[config.mk]
export PLATFORM = sky130hd
export DESIGN_NAME = control_unit
export DESIGN_NICKNAME = d
export VERILOG_FILES = /design/src/rtl/cu_pkg.sv /design/src/rtl/cu_decode.sv /design/src/rtl/control_unit.sv
export SDC_FILE = /design/constraint.sdc
export NUM_CORES = 1
export LEC_CHECK = 0
export CAP_MARGIN = 30
export CORE_UTILIZATION = 41
export DETAILED_ROUTE_END_ITERATION = 10
export PLACE_DENSITY = 0.9
export SETUP_SLACK_MARGIN = 0.3
export SYNTH_ARGS = -nofsm -noshare
export SYNTH_HDL_FRONTEND = slang
export SYNTH_SLANG_ARGS = --single-unit
[constraint.sdc]
create_clock -name clk -period 2.45 [get_ports clk]
set_input_delay 0.3675 -clock clk [delete_from_list [all_inputs] [get_ports clk]]
set_output_delay 0.3675 -clock clk [all_outputs]
set_load 0.1 [all_outputs]
[src/rtl/cu_pkg.sv]
// ============================================================================
//  Module   : cu_pkg
//  Purpose  : Shared types and constants for the accumulator-CPU control unit.
//             The MW state exists only when CU_MPY_EN is defined.
//  Revision : 1.0  initial release
// ============================================================================
`default_nettype none

package cu_pkg;

    localparam int unsigned CTRL_W = 16;

    typedef enum logic [3:0] {
        S_IDLE = 4'd0,
        S_F1   = 4'd1,
        S_F2   = 4'd2,
        S_F3   = 4'd3,
        S_DEC  = 4'd4,
        S_E1   = 4'd5,
        S_E2   = 4'd6,
        S_E3   = 4'd7,
        S_E4   = 4'd8,
`ifdef CU_MPY_EN
        S_MW   = 4'd9,
`endif
        S_EJ   = 4'd10,
        S_HALT = 4'd11
    } cu_state_e;

    localparam logic [7:0] OP_LOAD   = 8'h01;
    localparam logic [7:0] OP_STORE  = 8'h02;
    localparam logic [7:0] OP_ADD    = 8'h03;
    localparam logic [7:0] OP_SUB    = 8'h04;
    localparam logic [7:0] OP_JMPGEZ = 8'h05;
    localparam logic [7:0] OP_JMP    = 8'h06;
    localparam logic [7:0] OP_HALT   = 8'h07;
    localparam logic [7:0] OP_MPY    = 8'h08;

    localparam int unsigned C0  = 0;   // PC -> MAR
    localparam int unsigned C1  = 1;   // PC + 1
    localparam int unsigned C2  = 2;   // mem -> MBR
    localparam int unsigned C3  = 3;   // IR[7:0] -> MAR
    localparam int unsigned C4  = 4;   // MBR -> IR
    localparam int unsigned C5  = 5;   // MBR -> BR
    localparam int unsigned C6  = 6;   // ACC -> MBR
    localparam int unsigned C7  = 7;   // MBR -> mem
    localparam int unsigned C8  = 8;   // ACC += BR
    localparam int unsigned C9  = 9;   // ACC -= BR
    localparam int unsigned C10 = 10;  // ACC <- BR
    localparam int unsigned C11 = 11;  // IR[7:0] -> PC
    localparam int unsigned C12 = 12;  // multiplier start
    localparam int unsigned C13 = 13;  // ACC <- product
    localparam int unsigned C14 = 14;  // reserved
    localparam int unsigned C15 = 15;  // reserved

    typedef struct packed {
        logic mem_read;
        logic store;
        logic jump;
        logic jump_cond;
        logic halt;
        logic mpy;
        logic illegal;
    } cu_class_t;

    function automatic logic [CTRL_W-1:0] cbit(input int unsigned idx);
        logic [CTRL_W-1:0] v;
        v            = '0;
        v[idx[3:0]]  = 1'b1;
        return v;
    endfunction

    localparam logic [CTRL_W-1:0] CTRL_RSVD_MASK = cbit(C14) | cbit(C15);

endpackage

`default_nettype wire

[src/rtl/cu_decode.sv]
// ============================================================================
//  Module   : cu_decode
//  Purpose  : Maps an opcode to its execution class. Opcode 08 is legal only
//             when CU_MPY_EN is defined.
//  Revision : 1.0  initial release
// ============================================================================
`default_nettype none

module cu_decode
    import cu_pkg::*;
(
    input  logic [7:0] i_opcode,
    output cu_class_t  o_class
);

    always_comb begin
        o_class = '0;
        case (i_opcode)
            OP_LOAD,
            OP_ADD,
            OP_SUB:    o_class.mem_read = 1'b1;
            OP_STORE:  o_class.store    = 1'b1;
            OP_JMP:    o_class.jump     = 1'b1;
            OP_JMPGEZ: begin
                o_class.jump      = 1'b1;
                o_class.jump_cond = 1'b1;
            end
            OP_HALT:   o_class.halt     = 1'b1;
`ifdef CU_MPY_EN
            OP_MPY: begin
                o_class.mem_read = 1'b1;
                o_class.mpy      = 1'b1;
            end
`endif
            default:   o_class.illegal  = 1'b1;
        endcase
    end

endmodule

`default_nettype wire

[src/rtl/control_unit.sv]
// ============================================================================
//  Module   : control_unit
//  Purpose  : Hardwired fetch/decode/execute sequencer for the 16-bit
//             accumulator CPU. Optional multiplier support via CU_MPY_EN.
//  Revision : 1.0  initial release
// ============================================================================
`default_nettype none

module control_unit
    import cu_pkg::*;
(
    input  logic        clk,
    input  logic        rst_n,
    input  logic        run,
    input  logic [15:0] ir_in,
    input  logic        acc_sign,
    input  logic        mem_ack,
    input  logic        alu_done,
    output logic [15:0] ctrl,
    output logic        mem_rd,
    output logic        mem_wr,
    output logic        instr_done,
    output logic        halted,
    output logic        illegal
);

    cu_state_e          state_q, state_d;
    logic [7:0]         opcode_q, opcode_d;
    logic               illegal_q, illegal_d;

    logic [7:0]         w_dec_opcode;
    cu_class_t          w_class;
    logic [CTRL_W-1:0]  w_ctrl;

    // DEC classifies the live IR; every later state uses the latched opcode.
    assign w_dec_opcode = (state_q == S_DEC) ? ir_in[15:8] : opcode_q;

    cu_decode u_decode (
        .i_opcode (w_dec_opcode),
        .o_class  (w_class)
    );

    always_ff @(posedge clk or negedge rst_n) begin
        if (!rst_n) begin
            state_q   <= S_IDLE;
            opcode_q  <= '0;
            illegal_q <= 1'b0;
        end else begin
            state_q   <= state_d;
            opcode_q  <= opcode_d;
            illegal_q <= illegal_d;
        end
    end

    always_comb begin
        state_d    = state_q;
        opcode_d   = opcode_q;
        illegal_d  = illegal_q;
        w_ctrl     = '0;
        mem_rd     = 1'b0;
        mem_wr     = 1'b0;
        instr_done = 1'b0;
        halted     = 1'b0;

        case (state_q)
            S_IDLE: begin
                if (run) state_d = S_F1;
            end
            S_F1: begin
                w_ctrl  = cbit(C0);
                state_d = S_F2;
            end
            S_F2: begin
                mem_rd = 1'b1;
                if (mem_ack) begin
                    w_ctrl  = cbit(C1) | cbit(C2);
                    state_d = S_F3;
                end
            end
            S_F3: begin
                w_ctrl  = cbit(C4);
                state_d = S_DEC;
            end
            S_DEC: begin
                opcode_d = ir_in[15:8];
                if (w_class.illegal) begin
                    illegal_d = 1'b1;
                    state_d   = S_HALT;
                end else if (w_class.halt) begin
                    state_d = S_HALT;
                end else if (w_class.jump) begin
                    state_d = S_EJ;
                end else if (w_class.mem_read || w_class.store) begin
                    state_d = S_E1;
                end else begin
                    illegal_d = 1'b1;
                    state_d   = S_HALT;
                end
            end
            S_E1: begin
                w_ctrl = cbit(C3);
                if (w_class.store) w_ctrl = w_ctrl | cbit(C6);
                state_d = S_E2;
            end
            S_E2: begin
                if (w_class.store) begin
                    mem_wr = 1'b1;
                    if (mem_ack) begin
                        w_ctrl     = cbit(C7);
                        instr_done = 1'b1;
                        state_d    = S_F1;
                    end
                end else begin
                    mem_rd = 1'b1;
                    if (mem_ack) begin
                        w_ctrl  = cbit(C2);
                        state_d = S_E3;
                    end
                end
            end
            S_E3: begin
                w_ctrl  = cbit(C5);
                state_d = S_E4;
            end
            S_E4: begin
                instr_done = 1'b1;
                state_d    = S_F1;
                case (opcode_q)
                    OP_LOAD: w_ctrl = cbit(C10);
                    OP_ADD:  w_ctrl = cbit(C8);
                    OP_SUB:  w_ctrl = cbit(C9);
                    default: ;
                endcase
`ifdef CU_MPY_EN
                if (w_class.mpy) begin
                    w_ctrl     = cbit(C12);
                    instr_done = 1'b0;
                    state_d    = S_MW;
                end
`endif
            end
`ifdef CU_MPY_EN
            S_MW: begin
                if (alu_done) begin
                    w_ctrl     = cbit(C13);
                    instr_done = 1'b1;
                    state_d    = S_F1;
                end
            end
`endif
            S_EJ: begin
                if (!w_class.jump_cond || !acc_sign) w_ctrl = cbit(C11);
                instr_done = 1'b1;
                state_d    = S_F1;
            end
            S_HALT: begin
                halted = 1'b1;
                if (run) state_d = S_F1;
            end
            default: state_d = S_IDLE;
        endcase
    end

    assign ctrl    = w_ctrl & ~CTRL_RSVD_MASK;
    assign illegal = illegal_q;

    // The operand address bypasses the sequencer and goes straight to the datapath.
    logic unused_ir_addr;
    assign unused_ir_addr = ^ir_in[7:0];

`ifndef CU_MPY_EN
    logic unused_mpy_path;
    assign unused_mpy_path = alu_done ^ w_class.mpy;
`endif

endmodule

`default_nettype wire

-- Yosys cells after proc, flatten, opt, wreduce, memory -nomap -nowiden
Index checks and enable logic that the tools add are counted.
- bits in registers: 13
- output and inout bits: 21
- logic and storage cells: 77
- equal/unequal tests: 26
- multiplexer cells: 36
- reductions and logical operators: 12
- operators by type and width (kind ; count):
    one-hot mux 14 bit (8 select lines) ; 1
    equality test 8 x 3 -> 1 bit, second input constant ; 5
    2-to-1 mux 4 bit ; 9
    one-hot mux 4 bit (9 select lines) ; 1
    one-hot mux 11 bit (3 select lines) ; 1
    equality test 8 x 2 -> 1 bit, second input constant ; 3
    2-to-1 mux 8 bit ; 3
    equality test 4 x 3 -> 1 bit, second input constant ; 4
    equality test 8 x 1 -> 1 bit, second input constant ; 2
    2-to-1 mux 1 bit ; 15
    equality test 4 bit, second input constant ; 3
    2-to-1 mux 12 bit ; 1
    != test 2 bit, second input constant ; 5
    equality test 4 x 2 -> 1 bit, second input constant ; 2
    2-to-1 mux 7 bit ; 1
    OR reduction 7 bit ; 1
    2-to-1 mux 3 bit ; 2
    OR reduction 2 bit ; 3
    equality test 4 x 1 -> 1 bit, second input constant ; 1
    zero test 4 bit ; 1
    one-hot mux 1 bit (2 select lines) ; 2
    AND reduction 4 bit ; 1
    AND reduction 3 bit ; 1
    OR reduction 3 bit ; 1
    other kinds (3) ; 5

-- Depth between registers and ports, before layout
- depth in word-level cells: 11
- depth in mapped cells: 5
- depth with buffers taken out: 4

-- By module
A second synthesis with hierarchy kept.
- cell total of the unflattened synthesis: 111
- area total of the unflattened synthesis: 1067.3 µm²
- modules (own cells, without submodules) (module ; times used ; cells an instance ; area an instance (µm²) ; sequential area each (µm²)):
    control_unit ; 1 ; 95 ; 959.7 ; 325.3
    cu_decode ; 1 ; 16 ; 107.6 ; 0.0

-- Least setup slack after synthesis
Ideal clock, no wire load.
- path kind: reg2out
- from: reg state_q[1]
- to: out ctrl[2]
- data arrival time: 5.906 ns
- data required time: 2.082 ns
- slack: -3.824 ns
- stages on the path, launching flop included: 5
- path buffers: 0
- cells stage by stage: dfrtp_1 nor4b_4 nor4_1 a41o_1 a2111oi_0
- word-level cells in the longest chain between the ends: 6
- elaborated cells on any way between the ends: 14
- classes of those cells: eq/ne (10); mux (4)
- ends and longest elaborated chain (element ; line ; RTL):
    start, declared ; control_unit.sv:27 ; cu_state_e state_q, state_d;
    start signal, assigned ; control_unit.sv:49 ; state_q <= state_d;
    equality test 4 x 3 -> 1 bit ; control_unit.sv:36 ; assign w_dec_opcode = (state_q == S_DEC) ? ir_in[15:8] : opcode_q;
    2-to-1 mux 8 bit ; -- ;
    equality test 8 x 2 -> 1 bit ; cu_decode.sv:18 ; case (i_opcode)
    2-to-1 mux 1 bit ; cu_decode.sv:18 ;
    2-to-1 mux 8 bit ; control_unit.sv:106 ; if (w_class.store) begin
    one-hot mux 14 bit (8 select lines) (*) ; control_unit.sv:65 ; case (state_q)
    end, declared ; control_unit.sv:19 ; output logic [15:0] ctrl,
Mark *: on every way between the ends. The rest lies on a longest branch, timed or not.

-- Final worst setup path
- from: reg opcode_q[5]
- to: out ctrl[9]
- word-level cells in the longest chain between the ends: 3
- elaborated cells on any way between the ends: 5
- classes of those cells: eq/ne (3); mux (2)
- ends and longest elaborated chain (element ; line ; RTL):
    start, declared ; control_unit.sv:28 ; logic [7:0] opcode_q, opcode_d;
    start signal, assigned ; control_unit.sv:50 ; opcode_q <= opcode_d;
    equality test 8 x 3 -> 1 bit (tied with other cells) ; control_unit.sv:128 ; case (opcode_q)
    one-hot mux 11 bit (3 select lines) (*) ; control_unit.sv:128 ;
    one-hot mux 14 bit (8 select lines) (*) ; control_unit.sv:65 ;
Marked as above.

==> metrics <==
Final GP Congestion=0.856; post-layout minimum cycle time=2910 ps; RSZ-0062 raised after global routing=true; Max Freq=0.343 GHz; Critical Path, Cell by Cell=or4_4, or2_4, or4_4, nor4b_4, buf_12; final WL=3740 um; Worst Setup Start Kind=register; initial antenna violation count=0; max-slew violation count=0; leakage power=0.000723 uW; Post-synth EDFFs=0; most common cell in the netlist=dfrtp_1; detailed-placement wirelength estimate=2230 um; Die Y-Extent=50.0 um; CTS Buffer Depth=2; clk sink count=13; fin util=83.3%; post-synthesis sequential area ratio=34.4%; final worst slack=-463 ps; Tcrit/Tclk final=119%; Synth area leader=dfrtp_1; final setup skew=3.15 ps; NetSw=1310 uW; antenna-violating nets left=0; DR iter-0 viols=81; Worst-Skew Late Latency=280 ps; # DRC=0; status=finished, violations left; vias in the first global route=1197; Final nets=181; htree depth=1; GRT Util Overall=31.3%; Initial Utilization=43.2%; via/cell ratio=6.14; synthesized cell area=946 um2; critical path class=reg -> out; Site Rows=17; die width=50.0 um; cts hold-fix bufs=0; core area=2190 um2; clock network power share=5.9%; CTS Buf Count=3; Data required, critical path=2080 ps; Critical Path AT=2550 ps; worst r2r path cells=7; Worst path most repeated cell=or4_4; CP endpoint kind=output port; Synth Register Bits=13; ANT cells=0; CP max-delay cell=or4_4; Cell Pwr Density=1310 nW/um2; ranking of synthesized cells by area=dfrtp_1 (34%), mux2_2 (8.3%), nand2b_1 (6.0%), buf_4 (4.0%), nor2_1 (3.6%); global-route wire length before repair=5750 um; Pre-antenna DRT Iters=5; largest net degree at the start of global routing=14; critical path fanouts, max=3; die area=2500 um2; IO Pins=43; Reg power frac=17.5%; worst slack, placed=-105 ps; final hold vios=0; Gate power share=76.6%; share of layout cells above drive strength 1=50.6%; Synth Warn #=0; Worst-path clk slew=90 ps; IO buf count=29; root buffer cell=clkbuf_4; Max VDD drop=1.09 mV; final setup vio count=10; Hold WC Path Type=in -> async; Area Growth Syn to Fin=92.9%; vias=1142; CP max stage delay=570 ps; violated checks=negative setup slack; Async S/R FF share, synth=100%; Main synth FF type=dfrtp_1; Post-Syn Area per Cell=9.18 um2; post-synthesis cell type count=40; TritonCTS clock tree=built; Internal=1090 uW; Synth top area share=34.4%; overall power=2390 uW; switch share=54.5%; Avg WL per Cell=20.1 um; most frequent cells after synthesis=dfrtp_1 (13), nand2b_1 (9), nor2_1 (9); Slew @ Worst Pin=579 ps; Slew Limit Headroom=61.2%; Post-Synthesis Cells=103; number of max-cap violations=0; Congestion Overflow GR=0
[cell type report]
type,instances,area [um2]
Tap cell,28,35.0
Inverter,1,3.75
Timing Repair Buffer,57,673
Clock buffer,4,26.3
Sequential cell,13,325
Multi-Input combinational cell,83,761
Fill cell,107,367
[routing by layer]
layer	track usage [%]	up-vias	wire length [um]
met5	0	-	0
li1	-	488	-
met3	4.01	19	304
met4	10.0	0	106
met1	38.0	547	1310
met2	56.0	88	2020
[registers in the layout, summed over array words and instances, names as in the netlist]
register	count
illegal	1
opcode_q	8
state_q	4
[per-stage QoR]
step | cells | instance area [um2] | TNS [ps] | hold WS (ps)
2_1_floorplan | 106 | 1100 | -2730 | 71.9
3_3_place_gp | 170 | 1660 | -241 | 442
3_5_place_dp | 170 | 1660 | -499 | 471
4_1_cts | 183 | 1790 | -2370 | 459
5_1_grt | 186 | 1820 | -3480 | 498
6_report | 186 | 1820 | -3360 | 448
[power groups by stage]
stage	Sequential [uW]	Clock, uW	Combinational, uW
finish	419	142	1830
global route	421	154	1910
CTS	399	140	1740
detailed placement	398	0	1640
global placement	385	0	1600
floorplan	474	0	1030
[final timing paths]
path	start	end	slack, ps
worst max-delay path	opcode_q[5]	ctrl[9]	-460
worst min-delay path	rst_n	opcode_q[7]	450
worst max register to register	opcode_q[5]	state_q[2]	340
worst min register to register	illegal	illegal	480
max in group asynchronous	rst_n	state_q[1]	1620
min in group clk	illegal	illegal	480
[worst max-delay path, delay by kind of cell (launching register included)]
| family | cells | cell delay, ps |
|---|---|---|
| and+or+nand+nor | 4 | 1620 |
| DFF | 1 | 420 |
| buffers and inverters | 1 | 210 |
[timing repair]
item	CTS	global route
resized for setup	12	1
buffers inserted	9	3
pin swaps	9	3
endpoints found under the setup margin	10	10
[logic make-up (layout without fill, tap and decap cells)]
kind of cell / count (synthesis) / count (layout) / share of synthesized area (%)
AND/OR/NAND/NOR: 46 / 46 / 30.4
AO/OA/AOI/OAI: 23 / 23 / 17.7
flip-flops: 13 / 13 / 34.4
buffers and inverters: 10 / 62 / 5.95
multiplexers: 7 / 7 / 8.33
XOR/XNOR: 3 / 3 / 2.78
other: 1 / 4 / 0.396
[layout by cell type (no fill, tap or decap), types with 2 or more instances in the layout]
cell,count
clkdlybuf4s50_1,12
conb_1,4
nand2_1,8
buf_4,25
buf_6,4
nor2_1,6
a21oi_1,2
nor4b_4,3
clkbuf_4,3
nand2b_1,9
nor2_2,2
xor2_1,2
dfrtp_1,13
or4_4,2
o21ai_0,5
nor3_4,5
mux2_2,7
or3_1,2
buf_12,16
No activity file was read; power rests on OpenSTA's default activity.
==> RTL change (config.mk and constraints unchanged) <==
The option `CU_MPY_EN` is turned on by a define.
--- a/src/rtl/cu_pkg.sv
+++ b/src/rtl/cu_pkg.sv
@@ -5,6 +5,8 @@
 //  Revision : 1.0  initial release
 // ============================================================================
 `default_nettype none
+
+`define CU_MPY_EN
 
 package cu_pkg;
 
Check against the original RTL: not equivalent (Yosys sat finds a counterexample within 10 cycles, from zero or initial values and one cycle with rst_n low).
==> RTL change against the original RTL <==
The flow still finishes with violations (setup timing). Global-route usage increased by 4.3 points. Worst setup slack improved by 0.28 ns. Combinational power increased by 9%. Routed wire length increased by 22%. Final area increased by 11%. Synthesized area increased by 9.1%. Total power increased by 7.5%. Sequential cell count unchanged. Utilization increased by 4.8 points. Final cell count increased by 6.5%. Largest power group unchanged. Highest routed layer unchanged.
==> RTL change: results <==
INSERT INTO impl_metrics (metric_group, metric, value, unit) VALUES
('sta', 'fin_worst_skew', '0.00369', 'ns'),
('synth', 'yosysSeqAreaShare', '31.5', '%'),
('final_layout', 'drive_above_1_share', '57.1', '%'),
('placed_design', 'dp.cells', '179', ''),
('placed_design', 'finalWeightedCongestion', '0.952', ''),
('placed_design', 'place.port_buffers', '32', ''),
('outcome', 'outcome', 'finished, violations left', ''),
('worst_setup_path', 'arrival', '2.27', 'ns'),
('synth', 'synth.top_cells.by_count', '13 x dfrtp_1, 11 x nor2_1, 8 x mux2_2', ''),
('synth', 'ys_top_cells_by_area', 'dfrtp_1 32%, mux2_2 8.7%, nor2_1 4.0%', ''),
('pwr', 'cellInternalPower', '0.00112', 'W'),
('drt', 'firstDrtPassIters', '4', ''),
('drt', 'route.detailed.vias_per_inst', '6.80', ''),
('synth', 'synth.cell_area', '1030', 'µm²'),
('drt', 'drtIter0Drc', '89', ''),
('final_layout', 'design.final.nets', '193', ''),
('placed_design', 'postPlaceCellArea', '1800', 'µm²'),
('sta', 'final_worst_slack', '-0.184', 'ns'),
('final_layout', 'post_layout_nonfiller_instances', '198', ''),
('synth', 'syn_avg_cell_area', '8.90', 'µm²'),
('placed_design', 'dpl.hpwl', '2540', 'µm'),
('pwr', 'vdd_drop_max', '1190', 'µV'),
('global_route', 'grt_pass1_vias', '1338', ''),
('final_layout', 'num-fill-cells', '94', ''),
('outcome', 'violations', 'setup timing', ''),
('sta', 'setup_viol', '9', ''),
('synth', 'netlist_cell_types', '45', '');
## RTL change: cell count changes after synthesis, moves of 3 or more
cell      delta
a21oi_1      +4
and3_1       +3
buf_4        -3
inv_1        +3
nor4_1       +4
nand2b_1     -5
## RTL change: cells by family (layout without fill, tap and decap cells)
kind of cell           count (synthesis)  in the layout  synth area share [%]
and+or+nand+nor                       58             58                  36.2
AOI/OAI and AO/OA                     24             24                  17.8
DFF                                   13             13                  31.5
buffers and inverters                 12             65                  5.33
muxes                                  8              8                  8.73
other                                  1              2                 0.363
## RTL change: final cells by class
cell class,instances,area (µm²),area share (%)
clock buffer,4,26.3,1.30
inverter,4,18.8,0.928
multi-input combinational,92,932,46.1
sequential,13,329,16.3
tap,28,35.0,1.73
timing repair buffer,57,681,33.7
## RTL change: final timing paths
kind / start / to / slack [ns]
setup / recovery: opcode_q[4] / ctrl[9] / -0.18
max in group asynchronous: rst_n / state_q[3] / 1.60
setup reg to reg: opcode_q[4] / state_q[2] / 0.29
hold / removal: rst_n / opcode_q[6] / 0.45
hold reg to reg: opcode_q[4] / opcode_q[4] / 0.53
min in group clk: opcode_q[4] / opcode_q[4] / 0.53
## RTL change: per-layer routing
metal	wire length [µm]	vias to the layer above	share of wire, %	track usage [%]
li1	-	548	-	-
met1	1610	618	35	38.6
met2	2160	135	47	59.6
met3	439	45	9.6	7.83
met4	357	0	7.8	27.6
met5	0	-	0	0
## RTL change: power by group through the flow
stage	clock network [W]	logic [W]	registers, W
3_3_place_gp	0	0.00160	0.000466
3_5_place_dp	0	0.00165	0.000480
4_1_cts	0.000134	0.00182	0.000434
6_report	0.000130	0.00199	0.000454
5_1_grt	0.000144	0.00207	0.000458
2_1_floorplan	0	0.00116	0.000483
## RTL change: what timing repair did
action / CTS / global route
endpoints found under the setup margin: 11 / 14
cloned: 0 / 0
setup buffers: 11 / 4
resized for setup: 10 / 5
hold buffers: 0 / 0
pin swaps: 9 / 1
## RTL change: critical path, cell delays in order, from the launching register on
cell,delay [ns]
dfrtp_1,0.38
or4_4,0.57
or3b_4,0.43
buf_6,0.14
nor4_4,0.24
buf_12,0.22
## RTL change: metrics by stage
stage / utilization [%] / setup WS (ns) / hold WS, ns / setup TNS, ns
3_5_place_dp: 78.5 / 0.0729 / 0.482 / 0
2_1_floorplan: - / -0.243 / 0.0719 / -0.536
5_1_grt: 88.0 / -0.228 / 0.486 / -1.16
6_report: 88.0 / -0.184 / 0.451 / -0.538
3_3_place_gp: 78.5 / 0.155 / 0.468 / 0
4_1_cts: 85.6 / -0.108 / 0.463 / -0.241
